<file path="src/rtl/eeprom_93lc46_responder.sv">
// Emulates a 93LC46 serial EEPROM (x8) on oversampled SPI pins: READ/WRITE/ERASE/EWEN/EWDS.
// Latency: SCK pin edge to spi_do update is 3 Clk (2-FF sync + registered output).
// Backpressure: none; the master paces bits, and polls Ready/Busy on DO during the write cycle.
module eeprom_93lc46_responder #(
  parameter int ADDR_W    = 7,
  parameter int DATA_W    = 8,
  parameter int WR_CYCLES = 250000
) (
  input  logic Clk,
  input  logic Reset_n,
  input  logic spi_cs,
  input  logic spi_sck,
  input  logic spi_di,
  output logic spi_do,
  output logic spi_do_oe,
  output logic busy,
  output logic wr_enabled
);

  localparam int MAX_W = (ADDR_W > DATA_W) ? ADDR_W : DATA_W;
  localparam int CNT_W = (MAX_W > 1) ? $clog2(MAX_W) : 1;
  localparam int DEPTH = 1 << ADDR_W;
  localparam logic [31:0] BUSY_LAST = 32'(WR_CYCLES - 1);
  localparam logic [CNT_W-1:0] ADDR_LAST = CNT_W'(ADDR_W - 1);
  localparam logic [CNT_W-1:0] DATA_LAST = CNT_W'(DATA_W - 1);

  typedef enum logic [2:0] {
    IDLE, OPCODE, ADDR, WDATA, RDATA, IGNORE, BUSY
  } state_t;

  // Synchronised pins and edge detectors
  logic [1:0] cs_sync, sck_sync, di_sync;
  logic       sck_q, cs_q;
  logic       cs_now, di_now, sck_rise, cs_fall;

  // FSM and datapath state
  state_t              state, state_n;
  logic [1:0]          opcode, opcode_n;
  logic [ADDR_W-1:0]   addr, addr_n, addr_shift, addr_inc;
  logic [CNT_W-1:0]    bit_cnt, bit_cnt_n;
  logic [DATA_W-1:0]   shreg, shreg_n;
  logic                wr_arm, wr_arm_n, er_arm, er_arm_n, wr_en_n;
  logic [31:0]         busy_cnt, busy_cnt_n;
  logic                do_q, do_n, oe_q, oe_n;
  logic                mem_we;
  logic [DATA_W-1:0]   mem_wdata;
  logic [DATA_W-1:0]   mem [DEPTH];

  assign cs_now     = cs_sync[1];
  assign di_now     = di_sync[1];
  // A bit is only taken while CS is high, so a CS fall in the same cycle discards it.
  assign sck_rise   = sck_sync[1] & ~sck_q & cs_now;
  assign cs_fall    = cs_q & ~cs_now;
  assign addr_shift = {addr[ADDR_W-2:0], di_now};
  assign addr_inc   = addr + 1'b1;

  assign spi_do     = do_q;
  assign spi_do_oe  = oe_q;
  assign busy       = (state == BUSY);

  // Two-flop synchronisers plus one extra stage for edge detection
  always_ff @(posedge Clk or negedge Reset_n) begin
    if (!Reset_n) begin
      cs_sync  <= '0;
      sck_sync <= '0;
      di_sync  <= '0;
      sck_q    <= 1'b0;
      cs_q     <= 1'b0;
    end else begin
      cs_sync  <= {cs_sync[0], spi_cs};
      sck_sync <= {sck_sync[0], spi_sck};
      di_sync  <= {di_sync[0], spi_di};
      sck_q    <= sck_sync[1];
      cs_q     <= cs_now;
    end
  end

  // State register and all datapath registers
  always_ff @(posedge Clk or negedge Reset_n) begin
    if (!Reset_n) begin
      state      <= IDLE;
      opcode     <= '0;
      addr       <= '0;
      bit_cnt    <= '0;
      shreg      <= '0;
      wr_arm     <= 1'b0;
      er_arm     <= 1'b0;
      wr_enabled <= 1'b0;
      busy_cnt   <= '0;
      do_q       <= 1'b0;
      oe_q       <= 1'b0;
    end else begin
      state      <= state_n;
      opcode     <= opcode_n;
      addr       <= addr_n;
      bit_cnt    <= bit_cnt_n;
      shreg      <= shreg_n;
      wr_arm     <= wr_arm_n;
      er_arm     <= er_arm_n;
      wr_enabled <= wr_en_n;
      busy_cnt   <= busy_cnt_n;
      do_q       <= do_n;
      oe_q       <= oe_n;
    end
  end

  // Storage array; a reset restores the erased (all ones) contents
  always_ff @(posedge Clk or negedge Reset_n) begin
    if (!Reset_n) begin
      for (int i = 0; i < DEPTH; i++) begin
        mem[i] <= '1;
      end
    end else if (mem_we) begin
      mem[addr] <= mem_wdata;
    end
  end

  // Next-state, instruction decode, commit and DO/OE generation
  always_comb begin
    state_n    = state;
    opcode_n   = opcode;
    addr_n     = addr;
    bit_cnt_n  = bit_cnt;
    shreg_n    = shreg;
    wr_arm_n   = wr_arm;
    er_arm_n   = er_arm;
    wr_en_n    = wr_enabled;
    busy_cnt_n = busy_cnt;
    do_n       = do_q;
    oe_n       = oe_q;
    mem_we     = 1'b0;
    mem_wdata  = shreg;

    if (state == BUSY) begin
      // Self-timed cycle runs regardless of CS or SCK
      if (busy_cnt == BUSY_LAST) begin
        state_n    = IDLE;
        busy_cnt_n = '0;
      end else begin
        busy_cnt_n = busy_cnt + 32'd1;
      end
    end else if (!cs_now) begin
      // CS low discards any partial instruction; a CS fall commits an armed write
      state_n   = IDLE;
      wr_arm_n  = 1'b0;
      er_arm_n  = 1'b0;
      bit_cnt_n = '0;
      if (cs_fall && (wr_arm || er_arm) && wr_enabled) begin
        mem_we     = 1'b1;
        mem_wdata  = er_arm ? '1 : shreg;
        state_n    = BUSY;
        busy_cnt_n = '0;
      end
    end else if (sck_rise) begin
      case (state)
        IDLE: begin
          if (di_now) begin
            state_n   = OPCODE;
            bit_cnt_n = '0;
          end
        end
        OPCODE: begin
          opcode_n = {opcode[0], di_now};
          if (bit_cnt == CNT_W'(1)) begin
            state_n   = ADDR;
            bit_cnt_n = '0;
          end else begin
            bit_cnt_n = bit_cnt + 1'b1;
          end
        end
        ADDR: begin
          addr_n = addr_shift;
          if (bit_cnt == ADDR_LAST) begin
            bit_cnt_n = '0;
            case (opcode)
              2'b10: begin
                state_n = RDATA;
                shreg_n = mem[addr_shift];
                do_n    = 1'b0;
              end
              2'b01: state_n = WDATA;
              2'b11: begin
                state_n  = IGNORE;
                er_arm_n = 1'b1;
              end
              default: begin
                state_n = IGNORE;
                if (addr_shift[ADDR_W-1 -: 2] == 2'b11) wr_en_n = 1'b1;
                else if (addr_shift[ADDR_W-1 -: 2] == 2'b00) wr_en_n = 1'b0;
              end
            endcase
          end else begin
            bit_cnt_n = bit_cnt + 1'b1;
          end
        end
        WDATA: begin
          shreg_n = {shreg[DATA_W-2:0], di_now};
          if (bit_cnt == DATA_LAST) begin
            state_n   = IGNORE;
            wr_arm_n  = 1'b1;
            bit_cnt_n = '0;
          end else begin
            bit_cnt_n = bit_cnt + 1'b1;
          end
        end
        RDATA: begin
          do_n = shreg[DATA_W-1];
          if (bit_cnt == DATA_LAST) begin
            // Sequential read: roll to the next byte, wrapping at the top
            addr_n    = addr_inc;
            shreg_n   = mem[addr_inc];
            bit_cnt_n = '0;
          end else begin
            shreg_n   = {shreg[DATA_W-2:0], 1'b0};
            bit_cnt_n = bit_cnt + 1'b1;
          end
        end
        default: ;
      endcase
    end

    // DO: read data while shifting, Ready/Busy status while idle or busy, else quiet
    if (!cs_now) begin
      do_n = 1'b0;
      oe_n = 1'b0;
    end else if (state_n == RDATA) begin
      oe_n = 1'b1;
    end else if (state_n == IDLE || state_n == BUSY) begin
      oe_n = 1'b1;
      do_n = (state_n != BUSY);
    end else begin
      oe_n = 1'b0;
      do_n = 1'b0;
    end
  end

endmodule

</file>
<file path="config.mk">
export PLATFORM = sky130hd
export DESIGN_NAME = eeprom_93lc46_responder
export DESIGN_NICKNAME = d
export VERILOG_FILES = /design/src/rtl/eeprom_93lc46_responder.sv
export SDC_FILE = /design/constraint.sdc
export NUM_CORES = 2
export LEC_CHECK = 0
export BUFFER_PORTS_ARGS = -buffer_cell sky130_fd_sc_hd__buf_4
export CELL_PAD_IN_SITES_DETAIL_PLACEMENT = 0
export CELL_PAD_IN_SITES_GLOBAL_PLACEMENT = 1
export CORE_UTILIZATION = 27
export CTS_CLUSTER_SIZE = 25
export DETAILED_ROUTE_END_ITERATION = 10
export GPL_ROUTABILITY_DRIVEN = 0
export HOLD_SLACK_MARGIN = 0.12
export PLACE_DENSITY = 0.6
export SYNTH_ARGS = -nofsm -noshare
export SYNTH_HDL_FRONTEND = slang
export SYNTH_SLANG_ARGS = --single-unit
</file>
<file path="constraint.sdc">
create_clock -name Clk -period 2.65 [get_ports Clk]
set_input_delay 0.3975 -clock Clk [delete_from_list [all_inputs] [get_ports Clk]]
set_output_delay 0.3975 -clock Clk [all_outputs]
set_load 0.02 [all_outputs]
</file>
==> flow_metrics.tcl <==
set metrics [dict create \
    row_count 170 \
    synth_top_area_share_pct 46.2 \
    start_util_pct 27.2 \
    p_sw_share_pct 23.2 \
    crit_required_ns 3.36 \
    areaGrowthSynthToFinish_pct 24.9 \
    drt-pass1-iter-count 6 \
    grt_pass1_wl_mm 316 \
    nets 5636 \
    io_buffers 8 \
    p_leak_nw 24.8 \
    ys_seq_area_share_pct 49.1 \
    switchingPower_w 0.00848 \
    p_seq_share_pct 46.1 \
    critPathKind "reg2reg" \
    vdd_drop_max_mv 0.493 \
    crit_path_start_kind "flop" \
    worstPathCellList "ha_4 > buf_4 > buf_12 > buf_12 > mux4_2 > mux4_2 > mux2i_4 > o21ai_2 > o221a_2 > a32o_1" \
    syn_nets 5233 \
    ant_nets 0 \
    vias_per_cell 5.20 \
    layout_setup_ws_ns -0.604 \
    max_stage_delay_ns 0.54 \
    clock_skew_ns 0.0411 \
    arrival_ns 3.97 \
    synth_largest_area_cell "dfstp_2" \
    numCtsBuffers 131 \
    avgSynthCellArea_um2 11.2 \
    synth_area_um2 58200 \
    clk_pin_slew_ns 0.07 \
    routedWlPerCell_um 25.0 \
    status "complete, but fails checks" \
    synth_cells 5221 \
    synth-edff-count 0 \
    wirelength_mm 214 \
    period_share_pct 123 \
    violations "negative setup slack" \
    drcViolationCount 0 \
    rsz0062_at_grt "yes" \
    clockBufferDepth 3 \
    cap_violations 0 \
    overflow 0 \
    clockPowerShare_pct 51.3 \
    synthFlopType "dfstp_2" \
    cts-root-buf "clkbuf_16" \
    clk-insertion-delay-late_ns 0.82 \
    ioPinCount 9 \
    synthTopCellsByArea "dfstp_2 46%, mux4_2 20%, o21ai_0 9.3%, nand2_1 8.8%, dfrtp_1 2.9%" \
    die_area_um2 217000 \
    core_area_um2 214000 \
    slew_violations 0 \
    hold_class "in2reg" \
    place_hpwl_mm 151 \
    timing.fmax_mhz 307 \
    cp_slowest_cell "mux4_2" \
    num-fill-cells 21347 \
    dp_slack_ns -0.992 \
    via_count 44547 \
    slew_headroom_pct 37.6 \
    power_frac_comb_pct 2.6 \
    final_hold_viol_count 0 \
    cp_top_family "multiplexers" \
    power_density_nw_per_um2 502 \
    clock-sinks 1092 \
    p_int_w 0.0280 \
    cp-end-kind "flop" \
    ys_warn_count 0 \
    cp_max_fo 6 \
    crit_buf_inv 3 \
    drt_iter0_drc 4067 \
    synth-seq-cells 1092 \
    yosysUniqueCellTypes 71 \
    grt_usage_pct 19.7 \
    htree_num_levels 4 \
    die_h_um 466 \
    cts_tree "built" \
    first_global_vias 44018 \
    grt_max_degree 102 \
    synth-async-reset-ratio_pct 100 \
    fin_crit_ns 3.25 \
    drive_gt1_share_pct 45.5 \
    setup_viol 8 \
    dieWidth_um 466 \
    fin_setup_tns_ns -4.11 \
    worst-slew-pin-transition_ns 0.936 \
    antenna_found_initial 5 \
]
==> per-stage QoR <==
step	hold WS (ns)	utilization [%]	std cells	total power, W	area, um2
global placement	0.347	31.0	8258	0.0180	66600
finish	0.262	33.9	8574	0.0365	72700
detailed placement	0.336	31.0	8258	0.0180	66600
floorplan	0.102	-	5221	0.0174	58300
global route	0.238	33.9	8572	0.0376	72700
CTS	0.207	33.6	8535	0.0370	72100
==> layout make-up <==
cell class | count | area [um2] | share of cell area [%]
Antenna cell | 2 | 5.00 | 0.00688
Inverter | 10 | 37.5 | 0.0516
Multi-Input combinational cell | 3664 | 28200 | 38.7
Sequential cell | 1092 | 28600 | 39.4
Clock buffer | 195 | 3900 | 5.36
Clock inverter | 48 | 584 | 0.804
Timing Repair Buffer | 725 | 7840 | 10.8
Tap cell | 2838 | 3550 | 4.88
==> registers in the layout, indices dropped and copies added, names as in the netlist, 2 cells and up <==
register and count:
shreg 8, di_sync 2, mem 1024, bit_cnt 3
busy_cnt 32, addr 7, opcode 2, state 3
cs_sync 2, sck_sync 2
==> metal layers <==
metal | vias up | share of wire (%) | GRT usage (%)
met1 | 22825 | 45 | 27.8
met3 | 395 | 6.4 | 3.42
met2 | 1556 | 45 | 29.9
met4 | 6 | 4.0 | 7.51
met5 | - | 0.021 | 0
li1 | 19765 | - | -
==> cells in the mapped netlist (all sizes together) (29+ instances only) <==
cell	instances
clkbuf	288
nor2	88
mux4	535
dfstp	1024
nand4	29
mux2i	103
o21ai	1080
dfrtp	68
a21oi	53
buf	167
nand2	1370
a22oi	33
nand3	102
==> worst reg2reg max path: cells and delay by family, from the launching register on <==
| kind | cells | cell delay (ns) |
|---|---|---|
| adders and majority gates | 1 | 0.35 |
| buffers and inverters | 3 | 0.45 |
| DFF | 1 | 0.50 |
| muxes | 3 | 1.28 |
| AOI/OAI and AO/OA | 3 | 0.59 |
==> cell usage in the layout (no fill, tap or decap), types with 48 or more instances in the layout <==
| cell | netlist | final |
|---|---|---|
| nand2_1 | 1370 | 1360 |
| buf_12 | 3 | 160 |
| clkbuf_16 | 0 | 134 |
| mux4_2 | 511 | 511 |
| dfstp_2 | 1024 | 1024 |
| nor2_1 | 87 | 68 |
| nand3_1 | 101 | 80 |
| buf_4 | 54 | 523 |
| o21ai_0 | 1080 | 1075 |
| mux2i_1 | 103 | 97 |
| a21oi_1 | 53 | 48 |
| dfrtp_1 | 68 | 63 |
==> power groups by stage <==
stage               clock [W]  sequential (W)  combinational (W)
floorplan                   0          0.0170           0.000325
global placement            0          0.0170           0.000918
detailed placement          0          0.0170           0.000926
CTS                    0.0192          0.0168           0.000951
global route           0.0198          0.0168            0.00104
finish                 0.0187          0.0168           0.000946
==> path summary, 6_finish.rpt <==
check	start	end	slack, ns	cells past startpoint
max in group asynchronous	Reset_n	mem[543]$_DFFE_PN1P_	1.39	3
min reg2reg	sck_sync[0]$_DFF_PN0_	sck_sync[1]$_DFF_PN0_	0.36	0
max reg2reg	addr[0]$_DFFE_PN0P_	shreg[1]$_DFFE_PN0P_	-0.60	10
max	addr[0]$_DFFE_PN0P_	shreg[1]$_DFFE_PN0P_	-0.60	10
min in group asynchronous	Reset_n	mem[879]$_DFFE_PN1P_	0.60	2
min	spi_sck	sck_sync[0]$_DFF_PN0_	0.26	2
==> kinds of logic after synthesis <==
group | share of synthesized area, %
XOR/XNOR | 0.434
AND/OR/NAND/NOR | 11.9
AO/OA/AOI/OAI | 11.7
adder cells (fa/ha/maj) | 0.150
flip-flops | 49.1
buffers and inverters | 3.86
multiplexers | 22.8
==> repair_timing <==
action                     in CTS  in global routing
buffers inserted               25                 41
gates cloned                    8                  2
setup endpoints to repair      92                204
resized for setup             120                 78
hold endpoints to repair       61                  0
hold buffers                    4                  0
pin swaps                      22                 27
(Power assumes the default switching activity.)
